--- config.mk ---
export PLATFORM = sky130hd
export DESIGN_NAME = gpio_stream_reader
export DESIGN_NICKNAME = d
export VERILOG_FILES = /design/src/rtl/ising_config.sv /design/src/rtl/gpio_slice_chan.sv /design/src/rtl/gpio_stream_reader.sv
export SDC_FILE = /design/constraint.sdc
export NUM_CORES = 1
export LEC_CHECK = 0
export BUFFER_PORTS_ARGS = -buffer_cell sky130_fd_sc_hd__buf_2
export CAP_MARGIN = 20
export CORE_AREA = 2 2 278 280
export DETAILED_ROUTE_END_ITERATION = 16
export DIE_AREA = 0 0 280 282
export SLEW_MARGIN = 20
export SYNTH_ARGS = -nofsm -noshare
export SYNTH_HDL_FRONTEND = slang
export SYNTH_SLANG_ARGS = --single-unit
--- constraint.sdc ---
create_clock -name clk -period 2.42 [get_ports clk]
set_clock_uncertainty 0.05 [all_clocks]
set_input_delay 0.484 -clock clk [delete_from_list [all_inputs] [get_ports clk]]
set_output_delay 0.484 -clock clk [all_outputs]
set_load 0.02 [all_outputs]
--- src/rtl/ising_config.sv ---
// ising_config: GPIO field positions, readback address map and reader state encoding.
package ising_config;
  localparam int gpio_w_clk_bit = 31;
  localparam int gpio_addr_start = 7;
  localparam int gpio_addr_end = 0;
  localparam int gpio_addr_width = gpio_addr_start - gpio_addr_end + 1;
  localparam logic [gpio_addr_width-1:0] RD_BASE = 'h00;
  localparam logic [gpio_addr_width-1:0] STAT_BASE = 'h20;
  localparam logic [gpio_addr_width-1:0] UFLOW_BASE = 'h40;
  localparam logic [gpio_addr_width-1:0] REWIND_REG = 'h7F;
  typedef enum logic {IDLE, HOLD} state_t;
endpackage

--- src/rtl/gpio_slice_chan.sv ---
// gpio_slice_chan: per-channel slice counter and slice mux; UNDERFLOW_CNT_EN adds a saturating failed-read counter.
module gpio_slice_chan #(
  parameter int CH_WIDTH = 128,
  parameter int SLICE_W = 16
) (
  input  logic                clk,
  input  logic                rst,
  input  logic                rd,
  input  logic                rewind,
`ifdef UNDERFLOW_CNT_EN
  input  logic                fail,
  output logic [15:0]         uflow,
`endif
  input  logic [CH_WIDTH-1:0] data,
  output logic [30:0]         slice,
  output logic                last
);
  localparam int NSLICE = (CH_WIDTH + SLICE_W - 1) / SLICE_W;
  localparam int CW = NSLICE > 1 ? $clog2(NSLICE) : 1;
  localparam int PW = NSLICE * SLICE_W;
  logic [CW-1:0] cnt;
  logic [PW-1:0] padded;
  assign padded = PW'(data);
  assign slice = 31'(padded[32'(cnt)*SLICE_W +: SLICE_W]);
  assign last = cnt == CW'(NSLICE - 1);
  always_ff @(posedge clk)
    if (rst || rewind) cnt <= '0;
    else if (rd) cnt <= last ? '0 : cnt + 1'b1;
`ifdef UNDERFLOW_CNT_EN
  always_ff @(posedge clk)
    if (rst) uflow <= '0;
    else if (fail && uflow != 16'hFFFF) uflow <= uflow + 1'b1;
`endif
endmodule

--- src/rtl/gpio_stream_reader.sv ---
// gpio_stream_reader: CPU reads AXI-stream channels slice by slice over a GPIO strobe/address word.
// Define UNDERFLOW_CNT_EN to add per-channel failed-read counters at UFLOW_BASE+k.
module gpio_stream_reader
  import ising_config::*;
#(
  parameter int NUM_CH = 4,
  parameter int CH_WIDTH = 128,
  parameter int SLICE_W = 16,
  parameter int NUM_STAT = 4
) (
  input  logic                       clk,
  input  logic                       rst,
  input  logic [31:0]                gpio_in,
  output logic [31:0]                gpio_out,
  output logic                       valid,
  input  logic [NUM_CH*CH_WIDTH-1:0] ch_data,
  input  logic [NUM_CH-1:0]          ch_valid,
  output logic [NUM_CH-1:0]          ch_ready,
  input  logic [NUM_STAT*32-1:0]     stat_in
);
  localparam int AW = gpio_addr_width;
  state_t state, state_n;
  logic w_clk, strobe, rewind, rd_valid, unused_gpio;
  logic [AW-1:0] addr;
  logic [30:0] rd_reg, rd_sel;
  logic [NUM_CH-1:0] sel, rd, last;
  logic [30:0] slice [NUM_CH];
`ifdef UNDERFLOW_CNT_EN
  logic [15:0] uflow [NUM_CH];
`endif
  assign w_clk = gpio_in[gpio_w_clk_bit];
  assign addr = gpio_in[gpio_addr_start:gpio_addr_end];
  assign unused_gpio = ^gpio_in;
  // only the first cycle of a w_clk pulse in IDLE counts as a read
  assign strobe = !rst && state == IDLE && w_clk;
  assign rewind = strobe && addr == REWIND_REG;
  for (genvar k = 0; k < NUM_CH; k++) begin : g_ch
    assign sel[k] = addr == AW'(RD_BASE + k);
    assign rd[k] = strobe && sel[k] && ch_valid[k];
    assign ch_ready[k] = rd[k] && last[k];
    gpio_slice_chan #(.CH_WIDTH(CH_WIDTH), .SLICE_W(SLICE_W)) u_chan (
      .clk(clk),
      .rst(rst),
      .rd(rd[k]),
      .rewind(rewind),
`ifdef UNDERFLOW_CNT_EN
      .fail(strobe && sel[k] && !ch_valid[k]),
      .uflow(uflow[k]),
`endif
      .data(ch_data[k*CH_WIDTH +: CH_WIDTH]),
      .slice(slice[k]),
      .last(last[k])
    );
  end
  always_comb state_n = w_clk ? HOLD : IDLE;
  always_comb begin
    rd_sel = rd_reg;
    for (int i = 0; i < NUM_CH; i++) if (sel[i]) rd_sel = slice[i];
  end
  always_ff @(posedge clk)
    if (rst) begin
      state <= HOLD;
      rd_valid <= 1'b0;
      rd_reg <= '0;
    end else begin
      state <= state_n;
      if (strobe && |sel) begin
        rd_valid <= |rd;
        rd_reg <= |rd ? rd_sel : rd_reg;
      end else if (state == HOLD && !w_clk) rd_valid <= 1'b0;
    end
  always_comb begin
    gpio_out = '0;
    valid = 1'b1;
    for (int i = 0; i < NUM_STAT; i++) if (addr == AW'(STAT_BASE + i)) gpio_out = stat_in[i*32 +: 32];
`ifdef UNDERFLOW_CNT_EN
    for (int i = 0; i < NUM_CH; i++) if (addr == AW'(UFLOW_BASE + i)) gpio_out = {16'h0, uflow[i]};
`endif
    for (int i = 0; i < NUM_CH; i++)
      if (addr == AW'(RD_BASE + i)) begin
        gpio_out = {rd_valid, rd_reg};
        valid = rd_valid;
      end
  end
endmodule

==> results of run 1 <==
-- kinds of logic (layout without fill, tap and decap cells) --
logic type / Yosys count / count (layout) / synth area share
flops: 30 / 30 / 0.0912
fa+ha+maj: 8 / 8 / 0.0152
simple gates: 88 / 88 / 0.0796
other cells: 0 / 31 / 0
compound gates: 121 / 121 / 0.134
buf+inv: 72 / 777 / 0.0486
mux: 248 / 248 / 0.631
-- worst max-delay path: stages --
cell	delay [ns]
buf_6	0.09
or4_4	0.58
nor3b_4	0.26
buf_6	0.16
buf_16	0.14
a22o_1	0.14
buf_6	0.12
-- report_power, final --
group	internal, uW	leakage (uW)	switching, uW
clock	578	0.0000955	298
combinational	680	0.00493	423
sequential	494	0.000245	1.16
-- area by class of cell --
type / instances / share of cell area
inverter: 6 / 0.00182
clock buffer: 7 / 0.0132
timing repair buffer: 763 / 0.365
multi-input combinational: 465 / 0.463
sequential: 30 / 0.0493
tap: 978 / 0.0988
antenna: 31 / 0.00626
clock inverter: 1 / 0.00242
-- worst max-delay path by stage --
stage	start	endpoint	slack, ns	cells after the start
2_1_floorplan	gpio_in[0]	gpio_out[0]	-0.007	4
3_3_place_gp	gpio_in[3]	gpio_out[6]	-0.12	6
5_1_grt	gpio_in[2]	gpio_out[3]	-0.12	7
4_1_cts	gpio_in[3]	gpio_out[0]	-0.09	8
3_5_place_dp	gpio_in[3]	gpio_out[6]	-0.13	6
6_report	gpio_in[2]	gpio_out[4]	-0.08	7
-- placed cells by master (no fill, tap or decap), types with 5 or more instances in the layout --
master,Yosys,final
buf_2,28,654
mux4_2,129,129
mux2i_1,71,71
mux2_2,48,48
buf_4,0,47
a22oi_1,47,43
buf_6,2,40
diode_2,0,31
a31oi_1,31,31
dfxtp_1,30,24
nand2_1,22,22
buf_12,0,19
a22o_1,17,16
o21bai_1,16,16
nor2_1,15,14
and2_4,0,12
ha_1,8,8
inv_1,6,6
nand4_1,6,6
clkbuf_16,0,6
and2_1,17,5
a21oi_1,5,5
dfxtp_2,0,5
-- routing by layer --
layer / vias up / part of all wire / track usage
li1: 3864 / - / -
met1: 4109 / 0.41 / 0.158
met2: 584 / 0.48 / 0.227
met3: 93 / 0.076 / 0.0319
met4: 10 / 0.036 / 0.0480
met5: - / 0.0013 / 0
-- through the flow --
step	power, uW	instances
finish	2470	2281
global route	2620	2275
CTS	2540	2252
detailed placement	1600	2237
global placement	1580	2237
floorplan	869	567
-- what timing repair did --
| action | CTS | global route |
|---|---|---|
| setup buffers | 4 | 0 |
| gates cloned | 3 | 0 |
| setup endpoints to repair | 37 | 36 |
| resized for setup | 79 | 19 |
| pin swaps | 4 | 11 |
==> results.ini, run 1 <==
[cts]
cts_buffer_depth = 2
path_clk_slew_ns = 0.06
clk-insertion-delay-late_ns = 0.31
h-tree-depth = 2
cts_buffers = 5
cts_tree = built
cts_hold_buf = 0
cts-root-buf = clkbuf_16
cts.sinks = 30

[logic_synthesis]
ys_async_sr_fraction = 0
synth_seq_cells = 30
synth-edff-count = 0
synth.distinct_cells = 39
synth_top_flop_cell = dfxtp_1
yosysTopAreaCellShare = 0.441
synth_nets = 1253
synthCells = 567
ys_top_cells_by_count = mux4_2 (129), mux2i_1 (71), mux2_2 (48)
synth.largest_area_cell = mux4_2
ys_warn_count = 0
yosysSeqAreaShare = 0.0912
synth_area_leaders = mux4_2 (44%), mux2i_1 (11%), dfxtp_1 (9.1%)
yosysMostFrequentCell = mux4_2
syn_avg_cell_area_um2 = 11.6
syn_area_um2 = 6590

[timing]
layout_min_cycle_time_ns = 2.50
slew_headroom = 0.656
period_share = 1.03
fin_setup_tns_ns = -1.43
hold_ws_ns = 0.356
rsz0062_at_grt = true
fmax_mhz = 400
worstMarginPinSlew_ns = 0.516
report.final.slew_viol_count = 0
hold_viol = 0
setup_ws_ns = -0.0829
setup_viol = 32

[min_path]
min_path_type = input port to flop
worstHoldPathCells = 2
holdPathEnd = state$_SDFF_PP1_
holdCritStartpoint = gpio_in[31]

[placement]
place_hpwl_um = 49200
gp_congestion = 0.976
post-place-ws_ns = -0.127
port_buffers = 691
dpl_cell_area_um2 = 11700

[detailed_routing]
drtAntennaViolNets = 0
drt_iter0_drc = 401
drc = 0
post_drt_wl_per_cell_um = 24.0
num_vias = 8660
avgViaCountPerCell = 3.80
dr.pass1.iters = 5
drt-total-wl_um = 54700

[layout]
fill_cells = 8459
largest_reg_flops = 16
multiInputGateArea_um2 = 5740
fin_util = 0.164
final-seq-area_um2 = 611
area_delta_synth_final_pct = 88.1
drive_gt1_frac = 0.771
final_nets = 1957
fin_area_um2 = 12400

[grt]
grt_max_degree = 37
antenna_found_initial = 48
overflow = 0
grt_pass1_wl_um = 70500
grt_pass1_vias = 9120
grt_usage = 0.132

[floorplanning]
die-width_um = 280
ioPinCount = 715
core_um2 = 75700
die_h_um = 282
row_count = 101
die_area_um2 = 79000
start_util = 0.0870

[run_status]
outcome = finished with violations
violations = setup timing

[setup_path]
worstReg2RegEnd = rd_reg[10]$_SDFFE_PP0P_
critPathKind = input port to output port
start_kind = input port
crit_arrival_ns = 1.97
reg2reg_slack_ns = 0.20
worst_setup_path_end_kind = output port
rr_worst_depth = 5
r2r-start = g_ch[3].u_chan.cnt[0]$_SDFFE_PP0P_
worstPathRequired_ns = 1.89
crit_path_max_fanout = 8

[power_and_ir_drop]
peakVddDrop_mv = 0.348
p_per_area_nw_per_um2 = 200
p_leak_uw = 0.00527

[flow_run]
max-cap-violations = 0

(Power assumes the default switching activity.)
==> run 2: changes to the inputs <==
--- a/config.mk
+++ b/config.mk
@@ -10,7 +10,7 @@
 export CORE_AREA = 2 2 278 280
 export DETAILED_ROUTE_END_ITERATION = 16
 export DIE_AREA = 0 0 280 282
-export SLEW_MARGIN = 20
+export SLEW_MARGIN = 10
 export SYNTH_ARGS = -nofsm -noshare
 export SYNTH_HDL_FRONTEND = slang
 export SYNTH_SLANG_ARGS = --single-unit
==> constraint.sdc (replaced) <==
create_clock -name clk -period 2.42 [get_ports clk]
set_clock_uncertainty 0.05 [all_clocks]
set_input_delay 0.363 -clock clk [delete_from_list [all_inputs] [get_ports clk]]
set_output_delay 0.363 -clock clk [all_outputs]
set_load 0.02 [all_outputs]
==> run 2 against run 1 <==
The flow now finishes without violations; sequential power about the same; routed wire length decreased by 0.49%; register-to-register slack improved by 0.03 ns; fmax increased by 6.5%; core utilization decreased by 0.67 points; critical path depth decreased by 1; flip-flop and latch count unchanged; critical path type unchanged.
==> results.ini, run 2 (synthesis gave the netlist of run 1 again) <==
[run_status]
outcome = finished clean

[cts]
cts_buffer_depth = 2  ; unchanged
h-tree-depth = 2  ; unchanged
cts_hold_buf = 0  ; unchanged
path_clk_slew_ns = 0.06  ; about the same
cts-root-buf = clkbuf_16
clk-insertion-delay-late_ns = 0.31  ; about the same
cts_resized = 1  ; -99%
cts_buffers = 5  ; unchanged
postCtsSetupBuffers = 0  ; -4
cts_tree = built
cts.sinks = 30  ; unchanged

[layout]
layout_common_cells = buf_2 (691), mux4_2 (129), mux2i_1 (71), mux2_2 (48)
drive_gt1_frac = 0.754  ; -0.0169
fill_cells = 8556  ; +1.1%
layout_commonest_cell = buf_2
largest_reg_flops = 16  ; unchanged
final_nets = 1947  ; -0.51%
fin_area_um2 = 11900  ; -4.1%
area_delta_synth_final_pct = 80.4
stdcell_count = 2270  ; -0.48%

[grt]
grt_pass1_vias = 8808  ; -3.4%
overflow = 0  ; unchanged
grt_max_degree = 37  ; unchanged
grt_usage = 0.129  ; -0.00223
grt_pass1_wl_um = 69200  ; -1.9%
antenna_found_initial = 46  ; -4.2%

[detailed_routing]
drc = 0  ; unchanged
drt-total-wl_um = 54400  ; -0.49%
num_vias = 8722  ; +0.72%
drtAntennaViolNets = 0  ; unchanged
dr.pass1.iters = 4  ; -1
drt_iter0_drc = 492  ; +23%
avgViaCountPerCell = 3.84  ; +1.2%
post_drt_wl_per_cell_um = 24.0  ; about the same

[timing]
layout_min_cycle_time_ns = 2.35  ; -0.152 ns
rsz0062_at_grt = false
fin_setup_tns_ns = 0  ; +1.43 ns
period_share = 0.971  ; -0.0630
slew_headroom = 0.712  ; +0.0557
fmax_mhz = 425  ; +6.5%
worstMarginPinSlew_ns = 0.433  ; -0.0836 ns
hold_viol = 0  ; unchanged
setup_ws_ns = 0.0695  ; +0.152 ns
setup_viol = 0  ; -100%
report.final.slew_viol_count = 0  ; unchanged
hold_ws_ns = 0.241  ; -0.115 ns

[placement]
place_hpwl_um = 49300  ; +0.34%
dpl_cell_area_um2 = 11700  ; -0.64%
placed_cells_incl_taps = 2232  ; -0.22%
post-place-ws_ns = -0.00394  ; +0.123 ns
port_buffers = 691  ; unchanged
gp_congestion = 0.951  ; -2.6%

[floorplanning]
ioPinCount = 715  ; unchanged
core_um2 = 75700  ; unchanged
start_util = 0.0870  ; unchanged
die-width_um = 280  ; unchanged
die_area_um2 = 79000  ; unchanged
die_h_um = 282  ; unchanged
row_count = 101  ; unchanged

[power_and_ir_drop]
pwr-share-comb = 0.471  ; +0.025
p_leak_uw = 0.00510  ; -3.1%
internal-power_uw = 1560  ; -11%
p_sw_uw = 693  ; -4.1%
p_per_area_nw_per_um2 = 189  ; -5.2%
switching_share = 0.308  ; +0.0158
p_clk_frac = 0.309  ; -0.045
peakVddDrop_mv = 0.230  ; -34%
seq_power_share = 0.220  ; +0.020

[setup_path]
critPathKind = input port to output port
worst_setup_path_end_kind = output port
start_kind = input port
worstPathRequired_ns = 2.01  ; +0.12 ns
crit_arrival_ns = 1.94  ; -0.03 ns
crit_path_max_fanout = 32  ; +24

[min_path]
min_path_type = input port to flop

[flow_run]
max-cap-violations = 0  ; unchanged

==> run 2: metrics by stage <==
step                utilization  power (uW)
floorplan                     -         869
global placement          0.154        1560
detailed placement        0.154        1570
CTS                       0.156        2320
global route              0.157        2400
finish                    0.157        2250
==> run 2: area by class of cell <==
cell class                      count  area [um2]  share of cell area
Timing Repair Buffer              753        4120               0.347
Multi-Input combinational cell    465        5680               0.478
Clock buffer                        7         143              0.0120
Tap cell                          978        1220               0.103
Clock inverter                      1        5.00            0.000421
Antenna cell                       30        75.1             0.00632
Sequential cell                    30         613              0.0516
Inverter                            6        22.5             0.00190
==> run 2: power by group through the flow <==
stage               logic [uW]  registers [uW]  clock network (uW)
floorplan                  362             506                   0
global placement          1050             506                   0
detailed placement        1070             506                   0
CTS                       1070             495                 758
global route              1140             494                 772
finish                    1060             494                 695
==> run 2: worst paths after layout <==
path	slack, ns	cells past startpoint	from	to
worst max-delay path	0.07	6	gpio_in[3]	gpio_out[2]
worst min-delay path	0.24	2	gpio_in[31]	state$_SDFF_PP1_
worst max register to register	0.23	5	g_ch[1].u_chan.cnt[0]$_SDFFE_PP0P_	rd_reg[7]$_SDFFE_PP0P_
worst min register to register	0.53	2	rd_reg[1]$_SDFFE_PP0P_	rd_reg[1]$_SDFFE_PP0P_
==> run 2: per-layer routing <==
metal | global-route usage | wire length [um]
met2 | 0.225 | 26300
met3 | 0.0284 | 4120
met1 | 0.158 | 22300
met4 | 0.0426 | 1680
met5 | 0 | 36
==> run 2: critical path: stages <==
cell     delay, ns
buf_2         0.11
or4_4         0.61
nor3b_4       0.24
buf_12        0.21
a22o_1        0.16
buf_2         0.23
==> run 3: changes to the inputs <==
--- a/config.mk
+++ b/config.mk
@@ -10,6 +10,7 @@
 export CORE_AREA = 2 2 278 280
 export DETAILED_ROUTE_END_ITERATION = 16
 export DIE_AREA = 0 0 280 282
+export PLACE_DENSITY = 0.37
 export SLEW_MARGIN = 10
 export SYNTH_ARGS = -nofsm -noshare
 export SYNTH_HDL_FRONTEND = slang
==> run 3 against run 2 <==
Clock power grew 3.6%; fmax shrank 1.1%; worst hold slack lost 0.0045 ns; sequential share of layout area is essentially flat; via count shrank 4.3%; routed wire length shrank 5.8%; non-clock buffer count grew 7; critical path depth grew 1; final cell count shrank 0.70%; first-iteration DRC count shrank 28%; critical path type unchanged.
==> results.ini, run 3 (synthesis gave the netlist of run 1 again) <==
[run_status]
outcome = finished clean

[power_and_ir_drop]
p_leak_uw = 0.00515  ; +0.93%
peakVddDrop_mv = 0.202  ; -12%
total_power_uw = 2260  ; +0.69%
p_per_area_nw_per_um2 = 190  ; +0.57%

[layout]
layout_common_cells = buf_2 (688), mux4_2 (129), mux2i_1 (71), buf_4 (54), mux2_2 (48)
final_nets = 1954  ; +0.36%
stdcell_count = 2254  ; -0.70%
multiInputGateArea_um2 = 5680  ; +0.13%
final-seq-area_um2 = 609  ; -0.61%
fill_cells = 8565  ; +0.11%
drive_gt1_frac = 0.757  ; +0.00214
layout_commonest_cell = buf_2
area_delta_synth_final_pct = 80.6
fin_util = 0.157  ; +0.000182
largest_reg_flops = 16  ; unchanged
fin_area_um2 = 11900  ; +0.12%

[placement]
port_buffers = 691  ; unchanged
gp_congestion = 0.891  ; -6.4%
placed_cells_incl_taps = 2236  ; +0.18%
dpl_cell_area_um2 = 11700  ; +0.16%
post-place-ws_ns = -0.0804  ; -0.0765 ns
place_hpwl_um = 46000  ; -6.7%

[detailed_routing]
drt-total-wl_um = 51300  ; -5.8%
dr.pass1.iters = 4  ; unchanged
num_vias = 8344  ; -4.3%
drt_iter0_drc = 354  ; -28%
drtAntennaViolNets = 0  ; unchanged
drc = 0  ; unchanged
avgViaCountPerCell = 3.70  ; -3.7%
post_drt_wl_per_cell_um = 22.7  ; -5.1%

[floorplanning]
die_area_um2 = 79000  ; unchanged
row_count = 101  ; unchanged
ioPinCount = 715  ; unchanged
core_um2 = 75700  ; unchanged
start_util = 0.0870  ; unchanged
die_h_um = 282  ; unchanged
die-width_um = 280  ; unchanged

[setup_path]
reg2reg_slack_ns = 0.14  ; -0.09 ns
rr_worst_depth = 6  ; +1
worst_setup_path_end_kind = output port
worstPathRequired_ns = 2.01  ; about the same
crit_path_max_fanout = 5  ; -84%
critPathKind = input port to output port
start_kind = input port
crit_arrival_ns = 1.96  ; +0.02 ns
worstReg2RegEnd = rd_reg[5]$_SDFFE_PP0P_
r2r-start = g_ch[1].u_chan.cnt[0]$_SDFFE_PP0P_

[min_path]
min_path_type = input port to flop
holdPathEnd = state$_SDFF_PP1_
worstHoldPathCells = 2  ; unchanged
holdCritStartpoint = gpio_in[31]

[cts]
path_clk_slew_ns = 0.07  ; about the same
cts.sinks = 30  ; unchanged
cts_buffer_depth = 2  ; unchanged
cts-root-buf = clkbuf_16
clk-insertion-delay-late_ns = 0.31  ; about the same
cts_hold_buf = 0  ; unchanged
cts_buffers = 5  ; unchanged
cts_tree = built
h-tree-depth = 2  ; unchanged

[grt]
grt_pass1_vias = 9117  ; +3.5%
overflow = 0  ; unchanged
antenna_found_initial = 27  ; -41%
grt_max_degree = 39  ; +5.4%
grt_usage = 0.124  ; -0.00581
grt_pass1_wl_um = 67100  ; -3.0%

[timing]
hold_viol = 0  ; unchanged
worstMarginPinSlew_ns = 0.703  ; +0.271 ns
slew_headroom = 0.531  ; -0.180
period_share = 0.983  ; +0.0113
setup_ws_ns = 0.0422  ; -0.0273 ns
report.final.slew_viol_count = 0  ; unchanged
fmax_mhz = 421  ; -1.1%
rsz0062_at_grt = false
layout_min_cycle_time_ns = 2.38  ; +0.0273 ns
setup_viol = 0  ; unchanged

[flow_run]
max-cap-violations = 0  ; unchanged

==> run 3: changes by cell type in the layout (fill, tap and decap cells not counted), moves of 2 or more <==
cell and delta:
buf_6 +2, buf_2 -3, diode_2 -23, buf_4 +8
==> run 3: through the flow <==
stage / setup TNS (ns) / hold WS, ns
2_1_floorplan: 0 / 0.417
3_3_place_gp: -0.662 / 0.489
3_5_place_dp: -1.05 / 0.497
4_1_cts: 0 / 0.202
5_1_grt: 0 / 0.215
6_report: 0 / 0.236
==> run 3: final cells by class <==
cell class / instances / area share
Multi-Input combinational cell: 465 / 0.478
Clock inverter: 1 / 0.000421
Inverter: 6 / 0.00189
Clock buffer: 7 / 0.0120
Sequential cell: 30 / 0.0512
Tap cell: 978 / 0.103
Timing Repair Buffer: 760 / 0.352
Antenna cell: 7 / 0.00147
==> run 3: metal layers <==
layer  wire length (um)  share of wire  track usage
met5                 95         0.0019            0
met4                645          0.013       0.0210
met3               3910          0.076       0.0365
met2              26200           0.51        0.226
met1              20400           0.40        0.143
==> run 3: worst max-delay path by stage <==
stage | from | to | slack, ns | depth (start not counted)
global placement | gpio_in[3] | gpio_out[10] | -0.05 | 6
global route | gpio_in[3] | gpio_out[11] | 0.0004 | 7
floorplan | gpio_in[3] | gpio_out[10] | 0.22 | 5
detailed placement | gpio_in[3] | gpio_out[3] | -0.08 | 6
finish | gpio_in[3] | gpio_out[5] | 0.04 | 7
CTS | state$_SDFF_PP1_ | ch_ready[0] | 0.005 | 6
==> run 3: report_power, final <==
part,switching [uW],leakage [uW],total (uW),internal [uW]
clock network,310,0.0000739,720,410
logic,387,0.00483,1050,662
registers,1.13,0.000245,495,494
total,699,0.00515,2260,1570
==> run 3: worst max-delay path, stage by stage <==
cell and delay, ns:
buf_2 0.11, or4_4 0.60, nor3b_4 0.20, buf_4 0.18, buf_12 0.14, a22o_1 0.19
buf_4 0.16
==> run 3: what timing repair did <==
| action | 4_1_cts | 5_1_grt |
|---|---|---|
| setup buffers | 1 | 2 |
| gates cloned | 0 | 0 |
| pin swaps | 1 | 1 |
| setup endpoints to repair | 17 | 11 |
| gates resized for setup | 2 | 8 |
